### src/rtl/knn_data_responder.sv
// Memory-side responder for knn_system: streams the stored training set, labels and
// input sample on read, and captures the sorted (distance, type) results on write.
module knn_data_responder #(
   parameter  int M  = 2,
   parameter  int N  = 3,
   parameter  int W  = 32,
   parameter  int L  = 15,
   localparam int D  = L*M*N + L + M*N,
   localparam int AW = $clog2(D),
   localparam int RW = $clog2(L)
) (
   input  logic          clk,
   input  logic          rst,
   input  logic          read,
   output logic          read_done,
   input  logic          write,
   output logic          write_done,
   output logic          data_valid,
   output logic [AW-1:0] data_addr,
   output logic [W-1:0]  data_out,
   input  logic          res_valid,
   input  logic [W-1:0]  res_dist,
   input  logic [W-1:0]  res_type,
   input  logic          load_en,
   input  logic [AW-1:0] load_addr,
   input  logic [W-1:0]  load_data,
   input  logic [RW-1:0] res_rd_addr,
   output logic [W-1:0]  res_rd_dist,
   output logic [W-1:0]  res_rd_type,
   output logic          busy
);

   localparam logic [2:0] ST_IDLE  = 3'd0;
   localparam logic [2:0] ST_SEND  = 3'd1;
   localparam logic [2:0] ST_RDONE = 3'd2;
   localparam logic [2:0] ST_RWAIT = 3'd3;
   localparam logic [2:0] ST_RECV  = 3'd4;
   localparam logic [2:0] ST_WDONE = 3'd5;
   localparam logic [2:0] ST_WWAIT = 3'd6;

   localparam logic [AW-1:0] LAST_WORD = AW'(D - 1);
   localparam logic [RW-1:0] LAST_RES  = RW'(L - 1);

   logic [W-1:0] data_mem [D];
   logic [W-1:0] dist_mem [L];
   logic [W-1:0] type_mem [L];

   logic [2:0]    state_q, state_d;
   logic [AW-1:0] cnt_q, cnt_d;
   logic [RW-1:0] rcnt_q, rcnt_d;
   logic          data_valid_q, data_valid_d;
   logic [AW-1:0] data_addr_q, data_addr_d;
   logic [W-1:0]  data_out_q, data_out_d;
   logic          read_done_q, read_done_d;
   logic          write_done_q, write_done_d;

   logic          load_we;
   logic          res_we;
   logic [AW-1:0] cnt_inc;
   logic [W-1:0]  first_word;

   assign load_we = (state_q == ST_IDLE) && load_en && (load_addr < AW'(D));
   assign res_we  = (state_q == ST_RECV) && res_valid;
   assign cnt_inc = cnt_q + AW'(1);

   // Word 0 is launched on the same edge a host load may write it, so forward that load.
   assign first_word = (load_we && (load_addr == '0)) ? load_data : data_mem[0];

   always_comb begin
      state_d      = state_q;
      cnt_d        = cnt_q;
      rcnt_d       = rcnt_q;
      data_valid_d = 1'b0;
      data_addr_d  = data_addr_q;
      data_out_d   = data_out_q;
      read_done_d  = 1'b0;
      write_done_d = 1'b0;
      case (state_q)
         ST_IDLE: begin
            if (read) begin
               state_d      = ST_SEND;
               cnt_d        = '0;
               data_valid_d = 1'b1;
               data_addr_d  = '0;
               data_out_d   = first_word;
            end else if (write) begin
               state_d = ST_RECV;
               rcnt_d  = '0;
            end
         end
         ST_SEND: begin
            if (cnt_q == LAST_WORD) begin
               state_d     = ST_RDONE;
               read_done_d = 1'b1;
            end else begin
               cnt_d        = cnt_inc;
               data_valid_d = 1'b1;
               data_addr_d  = cnt_inc;
               data_out_d   = data_mem[cnt_inc];
            end
         end
         ST_RDONE: state_d = ST_RWAIT;
         ST_RWAIT: begin
            if (!read) state_d = ST_IDLE;
         end
         ST_RECV: begin
            if (res_valid) begin
               if (rcnt_q == LAST_RES) begin
                  state_d      = ST_WDONE;
                  write_done_d = 1'b1;
               end else begin
                  rcnt_d = rcnt_q + RW'(1);
               end
            end
         end
         ST_WDONE: state_d = ST_WWAIT;
         ST_WWAIT: begin
            if (!write) state_d = ST_IDLE;
         end
         default: state_d = ST_IDLE;
      endcase
   end

   always_ff @(posedge clk or negedge rst) begin
      if (!rst) begin
         state_q      <= ST_IDLE;
         cnt_q        <= '0;
         rcnt_q       <= '0;
         data_valid_q <= 1'b0;
         data_addr_q  <= '0;
         data_out_q   <= '0;
         read_done_q  <= 1'b0;
         write_done_q <= 1'b0;
      end else begin
         state_q      <= state_d;
         cnt_q        <= cnt_d;
         rcnt_q       <= rcnt_d;
         data_valid_q <= data_valid_d;
         data_addr_q  <= data_addr_d;
         data_out_q   <= data_out_d;
         read_done_q  <= read_done_d;
         write_done_q <= write_done_d;
      end
   end

   // Storage is deliberately outside the reset domain so a reset never loses loaded data.
   always_ff @(posedge clk) begin
      if (load_we) begin
         data_mem[load_addr] <= load_data;
      end
      if (res_we) begin
         dist_mem[rcnt_q] <= res_dist;
         type_mem[rcnt_q] <= res_type;
      end
   end

   assign res_rd_dist = (res_rd_addr < RW'(L)) ? dist_mem[res_rd_addr] : '0;
   assign res_rd_type = (res_rd_addr < RW'(L)) ? type_mem[res_rd_addr] : '0;

   assign data_valid = data_valid_q;
   assign data_addr  = data_addr_q;
   assign data_out   = data_out_q;
   assign read_done  = read_done_q;
   assign write_done = write_done_q;
   assign busy       = (state_q != ST_IDLE);

endmodule

### config.mk
export PLATFORM = sky130hd
export DESIGN_NAME = knn_data_responder
export DESIGN_NICKNAME = d
export VERILOG_FILES = /design/src/rtl/knn_data_responder.sv
export SDC_FILE = /design/constraint.sdc
export NUM_CORES = 2
export LEC_CHECK = 0
export CAP_MARGIN = 20
export CORE_MARGIN = 2
export CORE_UTILIZATION = 40
export CTS_CLUSTER_DIAMETER = 120
export DETAILED_ROUTE_END_ITERATION = 10
export DONT_BUFFER_PORTS = 1
export GPL_TIMING_DRIVEN = 0
export PLACE_DENSITY = 0.56
export SKIP_CTS_REPAIR_TIMING = 1
export SLEW_MARGIN = 15
export SYNTH_ARGS = -nofsm -noshare
export SYNTH_HDL_FRONTEND = slang
export SYNTH_MEMORY_MAX_BITS = 65536
export SYNTH_SLANG_ARGS = --single-unit
export TNS_END_PERCENT = 20
### constraint.sdc
create_clock -name clk -period 7.5 [get_ports clk]
set_clock_uncertainty 0.05 [all_clocks]
set_input_delay 0.75 -clock clk [delete_from_list [all_inputs] [get_ports clk]]
set_output_delay 0.75 -clock clk [all_outputs]
set_load 0.03 [all_outputs]
=== Word-level counts from Yosys, hierarchy flattened ===
Memory sizes are Yosys's and may differ from the RTL's.
Cells that the tools add are included.

* $add $sub $neg: 2
* Magnitude comparators: 2
* Equal/unequal tests: 19
* Multiplexer cells: 34
* Reduce and logical (&&, ||, !) cells: 12

{| class="wikitable"
|+ Operator list
! kind !! count
|-
| $mux 32 || 5
|-
| $pmux 32 s2 || 1
|-
| $mux 3 || 7
|-
| $pmux 3 s7 || 1
|-
| $ne 2x2->1 const B || 9
|-
| $mux 4 || 4
|-
| $mux 7 || 2
|-
| $pmux 7 s2 || 1
|-
| $mux 1 || 11
|-
| $eq 3x3->1 const B || 3
|-
| $pmux 4 s2 || 1
|-
| $add 7x1->7 const B || 1
|-
| $eq 7x7->1 const B || 1
|-
| $logic_not 7->1 || 1
|-
| $lt 7x7->1 const B || 1
|-
| $eq 3x2->1 const B || 2
|-
| $reduce_and 6->1 || 1
|-
| $reduce_and 5->1 || 1
|-
| $add 4x1->4 const B || 1
|-
| $eq 4x4->1 const B || 1
|-
| $logic_and 1x1->1 || 4
|-
| $lt 4x4->1 const B || 1
|-
| $reduce_bool 2->1 || 2
|-
| $eq 3x1->1 const B || 1
|-
| 6 further kinds || 6
|}

* Register bits after elaboration: 49
* RAM bits: 4512
* Input port bits: 113
* Output and inout port bits: 107
* Logic and storage cells: 79
* Memories: 3

{| class="wikitable"
|+ Memories
! memory !! words !! width !! read ports !! clocked after Yosys merged registers in !! wr ports !! line !! source
|-
| data_mem || 111 || 32 || 2 || 0 || 1 || 44 || <nowiki>logic [W-1:0] data_mem [D];</nowiki>
|-
| dist_mem || 15 || 32 || 1 || 0 || 1 || 45 || <nowiki>logic [W-1:0] dist_mem [L];</nowiki>
|-
| type_mem || 15 || 32 || 1 || 0 || 1 || 46 || <nowiki>logic [W-1:0] type_mem [L];</nowiki>
|}

=== Longest topological paths before layout ===
* Depth in word-level cells: 7
* Depth in mapped cells: 18
* Mapped depth without buffers: 9

=== Worst setup path after synthesis ===
No wires, ideal clock.

* Path kind: reg-to-reg
* Start: register state_q[1]
* End: memory dist_mem[2][0] (enable)
* Library setup time: 0.565 ns
* Arrival time: 5.589 ns
* Required time: 6.885 ns
* Setup slack: 1.296 ns
* Cell stages (with the launch flop): 7
* Path buffers: 2
* Clock period less this slack: 6.204 ns
* Path through: dfrtp_1 clkbuf_1 nor2_1 and3_1 clkbuf_1 nand2_1 nor3_1

* Cells in the longest elaborated chain, start to end: 4

{| class="wikitable"
|+ RTL lines
! what !! line !! source
|-
| start: declaration || 48 || <nowiki>logic [2:0] state_q, state_d;</nowiki>
|-
| start signal: assignment || 135 || <nowiki>state_q <= state_d;</nowiki>
|-
| $eq 3x3->1 || 63 || <nowiki>assign res_we = (state_q == ST_RECV) && res_valid;</nowiki>
|-
| $logic_and 1x1->1 || 63 ||
|-
| $mux 1 || 151 || <nowiki>if (res_we) begin</nowiki>
|-
| $mux 1 (not written as such) || 152 || <nowiki>dist_mem[rcnt_q] <= res_dist;</nowiki>
|-
| end: declaration || 45 ||
|}

Every way passes these cells.

==> impl_metrics.yaml <==
sta:
  worstMarginPinSlew_ps: 1390
  finalSetupViolations: 1
  slew_violations: 0
  relSlewSlack_pct: 7.354
  fin_setup_tns_ps: -1.863
  fin_crit_sh_pct: 100.0
  holdWs_ps: -18.15
  fmax_mhz: 133.3
  rsz0062_at_grt: "false"
  hold_viol: 2
  layout_setup_ws_ps: -1.863
  period_minus_slack_ps: 7502
placement:
  place.gp.congestion: 0.9399
  port_buffers: 0
  post-place-ws_ps: -167.6
  place_inst: 14160
  dp_hpwl_um: 376600
logic_synthesis:
  ys_async_sr_fraction_pct: 1.074
  syn-cell-area_um2: 175400
  ys_ff_latch: 4561
  synth-edff-count: 4512
  synth_cell_types: 73
  synth_ff_type: "edfxtp_1"
  yosysWarnings: 0
  synthesis.instances: 8137
  ys_seq_area_share_pct: 77.94
  postSynthAreaPerCell_um2: 21.56
  synth_nets: 8256
pwr:
  power_density_nw_per_um2: 352.0
  power_uw: 72630
  ir_drop_mv: 0.2741
  power_leakage_uw: 0.06431
die:
  die_w_um: 666.2
  io_pins: 220
  core_um2: 437200
  die_h_um: 666.2
  initial_core_util_pct: 40.12
  rows: 243
  dieArea_um2: 443900
min_path:
  holdPathEnd: "data_out[1]$_DFFE_PN0P_"
  min_path_cells: 3
  min_from: "load_data[1]"
  min_path_type: "in -> reg"
route:
  wirelength_um: 588900
  drt_pre_antenna_iters: 7
  drc: 0
  postRouteAntennaNets: 0
  wl_per_cell_um: 38.75
  drt_iter0_markers: 13390
  viasPerCell: 6.031
  num_vias: 91660
global_route:
  grt_usage_pct: 24.69
  grt_pass1_vias: 88760
  grt_max_degree: 113
  grt.overflow.total: 0
  grt_pass1_wl_um: 749900
  antenna_found_initial: 71
worst_setup_path:
  setup.worst_path.end_class: "flop"
  reg2reg_to: "data_out[7]$_DFFE_PN0P_"
  cpMostUsedCell: "buf_4"
  crit_path_max_fanout: 10
  reg2reg_depth: 18
  r2r_slack_ps: -2
  cp.arrival_ps: 8320
  setup.worst_path.class: "reg -> reg"
  max_stage_delay_ps: 1020
  path_cells: "buf_6 -> buf_6 -> buf_4 -> buf_4 -> buf_4 -> buf_2 -> inv_1 -> ha_1 -> buf_2 -> buf_4 -> buf_2 -> clkbuf_1 -> mux4_2 -> nand2_1 -> nand3_1 -> a31oi_1 -> nor4_1 -> a211o_1"
  timing.rr.start: "data_addr[0]$_DFFE_PN0P_"
  cp-start-kind: "flop"
  critPathRequiredTime_ps: 8320
  critical-path-slowest-cell: "a31oi_1"
cts:
  cts_buffers: 459
  cts_max_level: 5
  clock_latency_ps: 1060
  clock_sinks: 4561
  clk_pin_slew_ps: 70
  clk_path_buf_depth: 4
  root_buffer: "clkbuf_16"
  cts_tree: "done"
status:
  status: "complete, but fails checks"
  violations: "negative hold slack, negative setup slack"
final_layout:
  final_cell_mix: "edfxtp_1 (4512), mux4_2 (1130), nand2_1 (746)"
  fin_cells: 15200
  final_layout_size_suffix_gt1_share_pct: 26.96
  final_common_cell: "edfxtp_1"
  utilization_pct: 47.19
  nets: 9119
  area_delta_synth_final_pct: 17.60
flow_run:
  drv_cap: 0
==> metal layers <==
layer	wire length (um)	track usage [%]
met1	211000	31.63
met2	269700	39.01
met3	67010	6.681
met4	40380	12.17
met5	773	0.04341
==> worst max-delay path: cells and delay by family, from the launching register on <==
kind	cells	cell delay [ps]
muxes	1	460
adders and majority gates	1	350
DFF	1	800
AOI/OAI and AO/OA	2	1280
buffers and inverters	11	3950
and+or+nand+nor	3	330
==> state kept, by name (all words and copies together) (netlist names), 3 cells and up <==
register   flops
data_mem    3552
dist_mem     480
type_mem     480
data_out      32
data_addr      7
rcnt_q         4
state_q        3
==> report_power, final <==
group / total, uW / internal (uW) / switching [uW] / leakage (uW)
Combinational: 20700 / 7140 / 13600 / 0.0158
Clock: 23100 / 13300 / 9850 / 0.00736
Sequential: 28800 / 28200 / 585 / 0.0412
Total: 72600 / 48600 / 24000 / 0.0643
==> cell usage after synthesis (3+ instances only) <==
cell type | instances | area [um^2]
nand3_1 | 191 | 955.9
nand2b_1 | 4 | 25.02
buf_8 | 3 | 45.04
a21oi_1 | 97 | 485.5
a211o_1 | 12 | 105.1
edfxtp_1 | 4512 | 135500
and2_1 | 6 | 37.54
nand4_1 | 22 | 137.6
nor2b_1 | 71 | 444.2
xnor2_1 | 3 | 26.28
buf_1 | 58 | 217.7
o211ai_1 | 24 | 180.2
o221ai_1 | 3 | 26.28
a32o_1 | 7 | 70.07
mux4_2 | 1130 | 25450
buf_6 | 12 | 135.1
o21ai_0 | 110 | 550.5
nor3_1 | 11 | 55.05
a41o_1 | 3 | 30.03
inv_1 | 8 | 30.03
buf_2 | 155 | 775.7
nand2_1 | 746 | 2800
nor4_1 | 26 | 162.7
dfrtp_1 | 49 | 1226
and3_1 | 4 | 25.02
a22o_1 | 15 | 131.4
clkbuf_1 | 187 | 701.9
a31oi_1 | 55 | 344.1
a211oi_1 | 12 | 90.09
and4b_1 | 3 | 30.03
o22ai_1 | 14 | 87.58
ha_1 | 6 | 75.07
o2111ai_1 | 3 | 26.28
mux2i_1 | 219 | 2192
or3_1 | 3 | 18.77
nor2_1 | 172 | 645.6
a21boi_0 | 3 | 22.52
a21o_1 | 3 | 22.52
a221o_1 | 19 | 190.2
buf_4 | 41 | 307.8
a32oi_1 | 73 | 639.4
==> worst max-delay path by stage <==
stage / from / to / slack (ps) / depth (start not counted)
finish: data_addr[0]$_DFFE_PN0P_ / data_out[7]$_DFFE_PN0P_ / -2 / 18
global route: data_addr[0]$_DFFE_PN0P_ / data_out[7]$_DFFE_PN0P_ / 20 / 18
CTS: data_addr[0]$_DFFE_PN0P_ / data_out[17]$_DFFE_PN0P_ / -230 / 17
detailed placement: data_addr[0]$_DFFE_PN0P_ / data_out[17]$_DFFE_PN0P_ / -170 / 17
global placement: state_q[1]$_DFFE_PN0P_ / type_mem[1][27]$_DFFE_PP_ / -4880 / 6
floorplan: state_q[1]$_DFFE_PN0P_ / dist_mem[2][0]$_DFFE_PP_ / 1300 / 6
==> final cells by class <==
class / instances / area, um^2
repair buffers: 403 / 7402
clock inverters: 290 / 2943
well taps: 5757 / 7203
diodes: 45 / 112.6
flip-flops and latches: 4561 / 136700
multi-input cells: 3111 / 37540
inverters: 8 / 30.03
fillers: 35860 / 230900
clock buffers: 566 / 12120
plain buffers: 456 / 2240
==> logic make-up after synthesis <==
kind of cell	count (synthesis)	share of synthesized area, %
simple gates	1275	3.118
buf+inv	465	1.265
mux	1351	15.77
fa+ha+maj	6	0.04279
flops	4561	77.94
compound gates	470	1.808
xor+xnor	9	0.06206
==> metrics by stage <==
stage               hold slack, ps  instance area (um^2)
floorplan                    404.4                175400
global placement             431.4                182600
detailed placement           431.9                188700
CTS                         -685.0                203800
global route                 12.92                206200
finish                      -18.15                206300
Power figures use the tool's default switching activity.
